==> config.mk <==
export PLATFORM = sky130hd
export DESIGN_NAME = vdc_angle_sequencer
export DESIGN_NICKNAME = d
export VERILOG_FILES = /design/src/rtl/vdc_angle_sequencer.sv
export SDC_FILE = /design/constraint.sdc
export NUM_CORES = 1
export LEC_CHECK = 0
export ABC_AREA = 0
export ABC_CLOCK_PERIOD_IN_PS = 8000
export BUFFER_PORTS_ARGS = -buffer_cell sky130_fd_sc_hd__buf_4
export CORE_MARGIN = 1.5
export CORE_UTILIZATION = 40
export DETAILED_ROUTE_END_ITERATION = 8
export SETUP_SLACK_MARGIN = 0.15
export SYNTH_ARGS = -nofsm -noshare
export SYNTH_HDL_FRONTEND = slang
export SYNTH_SLANG_ARGS = --single-unit
==> constraint.sdc <==
create_clock -name clk -period 8 [get_ports clk]
set_clock_uncertainty 0.2 [all_clocks]
set_input_delay 0.4 -clock clk [delete_from_list [all_inputs] [get_ports clk]]
set_output_delay 0.4 -clock clk [all_outputs]
set_load 0.05 [all_outputs]
==> src/rtl/vdc_angle_sequencer.sv <==
// Van der Corput angle sequencer feeding the 16-bit CORDIC stage.
// Folds angles into the convergent half-plane and queues un-folded points.
module vdc_angle_sequencer #(
  parameter int DEPTH = 2
) (
  input  logic        clk,
  input  logic        rst,
  input  logic        enable,
  input  logic        seed_load,
  input  logic [15:0] seed,
  output logic        cordic_start,
  output logic [15:0] cordic_angle,
  input  logic        cordic_ready,
  input  logic        cordic_done,
  input  logic [31:0] cordic_cos,
  input  logic [31:0] cordic_sin,
  output logic        pt_valid,
  input  logic        pt_ready,
  output logic [31:0] pt_cos,
  output logic [31:0] pt_sin,
  output logic [15:0] pt_index,
  output logic        busy
);

  localparam int CW = $clog2(DEPTH + 1);
  localparam int AW = $clog2(DEPTH);
  localparam logic [CW-1:0] DEPTH_C = CW'(DEPTH);

  typedef enum logic {S_IDLE, S_WAIT} state_t;

  typedef struct packed {
    logic [31:0] c;
    logic [31:0] s;
    logic [15:0] idx;
  } pt_t;

  state_t      state;
  logic [15:0] k;
  logic        flip_q;
  logic [CW-1:0] cnt;
  logic [CW-1:0] cnt_nxt;
  logic [AW-1:0] widx;
  pt_t         mem [DEPTH];

  logic [15:0] k_nxt;
  logic [15:0] a_nxt;
  logic        flip_nxt;
  logic [15:0] ang_nxt;
  logic        can_issue;
  logic        flush;
  logic        push;
  logic        pop;
  pt_t         res;

  function automatic logic [15:0] bitrev16(input logic [15:0] v);
    logic [15:0] r;
    for (int i = 0; i < 16; i++) r[i] = v[15-i];
    return r;
  endfunction

  // Quadrants 1 and 2 are rotated by pi so the CORDIC sees |angle| <= pi/2.
  always_comb begin
    k_nxt    = k + 16'd1;
    a_nxt    = bitrev16(k_nxt);
    flip_nxt = a_nxt[15] ^ a_nxt[14];
    ang_nxt  = flip_nxt ? a_nxt + 16'h8000 : a_nxt;
  end

  assign can_issue = (state == S_IDLE) && !seed_load && enable &&
                     cordic_ready && (cnt < DEPTH_C);
  assign flush = (state == S_IDLE) && seed_load;
  assign push  = (state == S_WAIT) && cordic_done;
  assign pop   = pt_valid && pt_ready;

  always_comb begin
    res.c   = flip_q ? (~cordic_cos + 32'd1) : cordic_cos;
    res.s   = flip_q ? (~cordic_sin + 32'd1) : cordic_sin;
    res.idx = k;
  end

  always_ff @(posedge clk or posedge rst) begin
    if (rst) begin
      state        <= S_IDLE;
      k            <= 16'd0;
      flip_q       <= 1'b0;
      cordic_start <= 1'b0;
      cordic_angle <= 16'd0;
      busy         <= 1'b0;
    end else begin
      cordic_start <= 1'b0;
      case (state)
        S_IDLE: begin
          if (seed_load) begin
            k <= seed;
          end else if (can_issue) begin
            k            <= k_nxt;
            flip_q       <= flip_nxt;
            cordic_angle <= ang_nxt;
            cordic_start <= 1'b1;
            busy         <= 1'b1;
            state        <= S_WAIT;
          end
        end
        S_WAIT: begin
          if (cordic_done) begin
            busy  <= 1'b0;
            state <= S_IDLE;
          end
        end
        default: state <= S_IDLE;
      endcase
    end
  end

  always_comb begin
    cnt_nxt = cnt;
    if (push && !pop) cnt_nxt = cnt + 1'b1;
    else if (pop && !push) cnt_nxt = cnt - 1'b1;
    widx = pop ? AW'(cnt - 1'b1) : AW'(cnt);
  end

  // Shift-register FIFO: the head always sits in mem[0], so pt_* are flops.
  always_ff @(posedge clk or posedge rst) begin
    if (rst) begin
      cnt      <= '0;
      pt_valid <= 1'b0;
      for (int i = 0; i < DEPTH; i++) mem[i] <= '0;
    end else if (flush) begin
      cnt      <= '0;
      pt_valid <= 1'b0;
    end else begin
      cnt      <= cnt_nxt;
      pt_valid <= (cnt_nxt != '0);
      if (pop) begin
        for (int i = 0; i < DEPTH - 1; i++) mem[i] <= mem[i+1];
      end
      if (push) mem[widx] <= res;
    end
  end

  assign pt_cos   = mem[0].c;
  assign pt_sin   = mem[0].s;
  assign pt_index = mem[0].idx;

endmodule

# After elaboration in Yosys (flattened, before gate mapping)
# Index checks and enable logic that the tools add are counted.
classes:
  n_mux: 25
  n_reduce_logical: 19
  n_lt_le_gt_ge: 3
  n_addsub: 6
  eq_ne: 3
  bitwise: 7
ops:
  columns: ["cell", "n"]
  rows:
  - ["80-bit 2-to-1 mux", 3]
  - ["160-bit bitwise mux", 1]
  - ["160-bit 2-to-1 mux", 1]
  - ["80-bit demux with 1-bit select", 1]
  - ["32-bit by 1-bit adder with 32-bit output (second input constant)", 2]
  - ["32-bit 2-to-1 mux", 2]
  - ["32-bit NOT", 2]
  - ["16-bit 2-to-1 mux", 3]
  - ["16-bit by 1-bit adder with 16-bit output (second input constant)", 1]
  - ["16-bit adder (second input constant)", 1]
  - ["1-bit logical AND", 10]
  - ["1-bit 2-to-1 mux", 9]
  - ["2-bit 2-to-1 mux", 3]
  - ["2-bit inequality test (second input constant)", 3]
  - ["3-bit AND reduction", 2]
  - ["1-bit case mux with 2 select lines", 2]
  - ["2-bit AND reduction", 2]
  - ["2-bit nonzero test", 2]
  - ["1-bit logical NOT", 3]
  - ["1-bit NOT", 3]
  - ["2-bit by 1-bit adder with 2-bit output (second input constant)", 1]
  - ["2-bit greater-or-equal comparator (second input constant)", 1]
  - ["2-bit by 1-bit < comparator with 1-bit output (second input constant)", 1]
  - ["2-bit < comparator (second input constant)", 1]
  - ["other kinds (3)", 3]
totals:
  out_inout_bits: 99
  inputBits: 87
  elab_cells: 77
  reg_bits: 199

# Logic depth before layout (Yosys ltp)
depth:
  ltp_word: 9
  ltp_mapped: 9

# Least setup slack after synthesis
# No wires, ideal clock.
synth_timing:
  path_kind: "in2reg"
  startpoint: "input cordic_cos[0]"
  endpoint: "register mem (netlist bit pt_cos[22])"
  setup_slack_ns: 5.369
  path_stages: 8
  required_time_ns: 7.667
  t_arrival_ns: 2.298
  path_cell_list: "inv_1 ha_1 or4b_4 or4_1 buf_2 o41ai_2 xor2_1 a21oi_1"
synth_between:
  elab_chain_len: 5
synth_rtl:
  columns: ["element", "line_no", "rtl"]
  rows:
  - ["start, declared", "15", "input logic [31:0] cordic_cos,"]
  - ["32-bit NOT", "76", "res.c = flip_q ? (~cordic_cos + 32'd1) : cordic_cos;"]
  - ["32-bit by 1-bit adder with 32-bit output", "76", null]
  - ["32-bit 2-to-1 mux", "76", null]
  - ["160-bit bitwise mux", "137", "if (push) mem[widx] <= res;"]
  - ["160-bit 2-to-1 mux", "137", null]
  - ["end signal, assigned by index", "137", null]
  - ["end, declared", "43", "pt_t mem [DEPTH];"]
# Every way passes these cells.
# A chain may end at the register's enable or synchronous reset.

# Worst setup path after layout
layout_timing:
  startpoint: "register state"
  endpoint: "register mem (netlist bit pt_sin[27])"
layout_between:
  elab_chain_len: 2
  word_cells_on_any_way: 4
  cone_classes: "1 x mux; 1 x bitwise; 2 x reduce/logical"
layout_rtl:
  columns: ["element", "line_no", "rtl"]
  rows:
  - ["start, declared", "37", "state_t state;"]
  - ["start signal, assigned", "83", "state <= S_IDLE;"]
  - ["start signal, assigned", "101", "state <= S_WAIT;"]
  - ["start signal, assigned", "107", "state <= S_IDLE;"]
  - ["1-bit logical AND / 1-bit NOT (equally long branches)", null, null]
  - ["160-bit 2-to-1 mux / 1-bit logical AND (equally long branches)", "137, 71", null]
# Several ways; a longest one is shown, not always the timed one.

==> reports/qor_table.md <==
| Metric | Reported |
| --- | --- |
| Worst setup endpoint | pt_sin[27] |
| Critical path, cell by cell | nor2b_2 -> buf_4 -> a211o_1 -> buf_4 -> o32a_1 -> o211ai_1 -> a41oi_1 |
| Top cell type's share of synthesized area | 0.4851 |
| Worst hold slack | -0.04327 ns |
| H-tree levels | 4 |
| Capture instance of the worst register-to-register path | pt_sin[27] |
| Total number of clock tree sinks | 198 |
| Drt initial violations | 580 |
| Maximum number of pins on one net before global-route repair | 136 |
| Synth Cell Area | 10210 sq um |
| Worst hold path class | in -> async |
| Later-pin clock latency in the skew report | 0.43 ns |
| Horiz. Die Dim | 162.8 um |
| Worst path slowest cell | nor2b_2 |
| Launch point of the worst path | state |
| TritonRoute pass-1 iters | 5 |
| Logic depth of the worst path, buffers included | 7 |
| Worst-path fanout max | 41 |
| Clock Pin Slew Worst Setup and Hold Paths | 0.07 ns |
| Overall global routing resource usage | 0.2050 |
| Unrepaired setup endpoints after global routing | no |
| Most common cell in the netlist | dfrtp_1 |
| Max-slew violation count | 0 |
| Share of flip-flops with an asynchronous set or reset | 1.000 |
| Kind of start point of the critical path | flop |
| Final TNS setup | 0 ns |
| DP Wirelength | 17.96 mm |
| Worst endpoint data arrival time | 2.97 ns |
| Fraction of met2 tracks used by global routing | 0.3162 |
| Net count after synthesis | 1194 |
| Filler Cell Count | 2463 |
| Worst Path Required | 8.14 ns |
| Total die area | 26500 sq um |
| R2R cell count | 7 |
| Ratio of final minimum period to clock period | 0.3543 |
| Routed wire length | 26.79 mm |
| Post-route minimum period | 2.835 ns |
| Inserted Clock Buffers | 17 |
| Drt wl/cell | 17.82 um |
| Transition time of the tightest slew-check pin | 1.105 ns |
| Effective utilization at floorplan | 0.4068 |
| Final-report hold violation count | 42 |
| Predominant post-synthesis flop cell | dfrtp_1 |
| Worst vdd ir | 237.2 uV |
| Leading area contributor after synthesis | dfrtp_1 |
| Startpoint of the worst-slack reg-to-reg timing path | state |
| Biggest area contributors in the synthesized netlist | dfrtp_1, o21ai_0, nand2_1, buf_4, xor2_1 |
| Static power due to leakage | 5.193 nW |
| Most used standard cells in the synthesized netlist | dfrtp_1, nand2_1, o21ai_0 |
| I/O Pins | 186 |
| ANT cells | 0 |
| Worst path buffer plus inverter count | 2 |
| GPL Wtd Cong | 0.8134 |
| Maximum number of buffers from clock root to sink | 2 |
| Met1 Use GR | 0.2994 |
| Cell class contributing the biggest share of worst-path delay | buffers and inverters |
| Number of rows in the core area | 58 |
| Slack of the worst reg-to-reg path | 5.17 ns |
| Avg Vias per Cell | 5.397 |
| Final core utilization | 0.4698 |
| Number of antenna-violating nets in the routed design | 0 |
| Synthesized instance count | 1104 |
| Final setup violation count | 0 |
| Failing checks | hold timing |
| Number of design rule violations left after detail routing | 0 |
| CP peak stage delay | 0.61 ns |
| Fraction of final layout cells with drive strength greater than 1 | 0.2181 |
| Number of vias after detailed routing | 8117 |
| Gr busiest metal | met2 |
| Post-CTS sizing | 0 |
| Net count of the finished layout | 1252 |
| Synthesized area per cell | 9.251 sq um |
| Area taken by multi-input logic gates | 4320 sq um |
| Number of flops mapped to enable cells by yosys | 0 |
| Vias in the first global route | 7653 |
| Met3 global-route usage | 0.03794 |
| Clock root buffer | clkbuf_16 |
| Outcome | complete, but fails checks |
| Number of synthesized register bits | 198 |
| Area occupied by registers | 4956 sq um |
| GRT Residual Overflow | 0 |
| Layout overhead on the synthesized area | 15.50% |
| Synth warn | 0 |
| Antenna violations before repair | 0 |
| P per Cell Area | 409.6 nW/um^2 |
| Core outline area | 25110 sq um |
| Number of port buffers | 185 |
| F_max | 352.8 MHz |
| Critical setup path kind | reg -> reg |
| Slew headroom | 0.2608 |
| Global-route wire length before repair | 42.66 mm |
| Floorplan die height | 162.8 um |
| Crit path capture type | flop |
| Worst path most repeated cell | buf_4 |
| CTS tree | yes |
| Sequential share of the synthesized area | 0.4851 |
| Number of library cell types mapped by synthesis | 63 |
| Number of violations of the max-capacitance limit | 0 |
[power by group]
part | total, W | switching [W] | leakage [nW] | internal, W
Clock | 0.000807 | 0.000400 | 0.264 | 0.000407
Sequential | 0.00176 | 0.000311 | 2.47 | 0.00145
Combinational | 0.00227 | 0.00153 | 2.46 | 0.000739
Total | 0.00483 | 0.00224 | 5.19 | 0.00259
[metrics by stage]
step	std cells	cell area (sq um)	worst slack [ns]	power, W
floorplan	1104	10210	2.003	0.003609
global placement	1472	11240	4.932	0.004023
detailed placement	1472	11240	4.917	0.004053
CTS	1504	11800	5.180	0.004880
global route	1504	11800	4.955	0.005139
finish	1504	11800	5.165	0.004832
[cells in the final DEF, fill, tap and decap left out, drive strengths merged, types with 4 or more instances in the layout]
cell type and count:
mux2i 7, or2 5, nand4 6, nor2b 6, buf 199, clkbuf 17
or4 11, o21ai 156, nor4 6, dfrtp 198, a21oi 54, nand2b 6
o31ai 23, a22oi 35, nor2 35, nand2 173, o41ai 13, o2bb2ai 5
and2 4, xor2 57, or4b 4, xnor2 15, o22ai 40, nand3 11
and3 4, or3 6, clkinv 5, inv 20, nor3 10
[worst min-delay path by stage]
stage,from,to,slack [ns],cells after the start
CTS,cordic_sin[27],pt_sin[27],0.02,2
global placement,flop,flop,0.26,2
finish,rst,pt_sin[2],-0.04,2
global route,rst,pt_sin[2],0.06,2
floorplan,flop,flop,0.25,2
detailed placement,flop,flop,0.26,2
[kinds of logic (layout without fill, tap and decap cells)]
family	count (synthesis)	count (layout)	share of synthesized area
xor+xnor	72	72	0.06174
simple gates	293	293	0.1318
compound gates	355	355	0.2148
flops	198	198	0.4851
buf+inv	175	245	0.09494
fa+ha+maj	3	3	0.003676
mux	8	8	0.007963
[worst reg2reg max path, stage by stage, from the launching register on]
cell and delay, ns:
dfrtp_1 0.53, nor2b_2 0.61, buf_4 0.34, a211o_1 0.12, buf_4 0.43, o32a_1 0.26
o211ai_1 0.08, a41oi_1 0.18
[routing by layer]
layer,part of all wire,wire length [um],vias to the layer above
met5,0,0,-
met4,0.0066,177,0
met3,0.056,1510,15
met2,0.45,12110,206
met1,0.48,12990,3967
li1,-,-,3929
[cell type report]
type / count / share of cell area
Multi-Input combinational cell: 731 / 0.3662
Sequential cell: 198 / 0.4201
Inverter: 14 / 0.005091
Tap cell: 330 / 0.03500
Clock inverter: 14 / 0.009970
Timing Repair Buffer: 200 / 0.1275
Clock buffer: 17 / 0.03606
[repair_timing]
item	in CTS	in global routing
buffers inserted	0	0
hold buffers	1	0
hold endpoints to repair	1	0
Note: power is estimated with default switching activity, not from simulation.
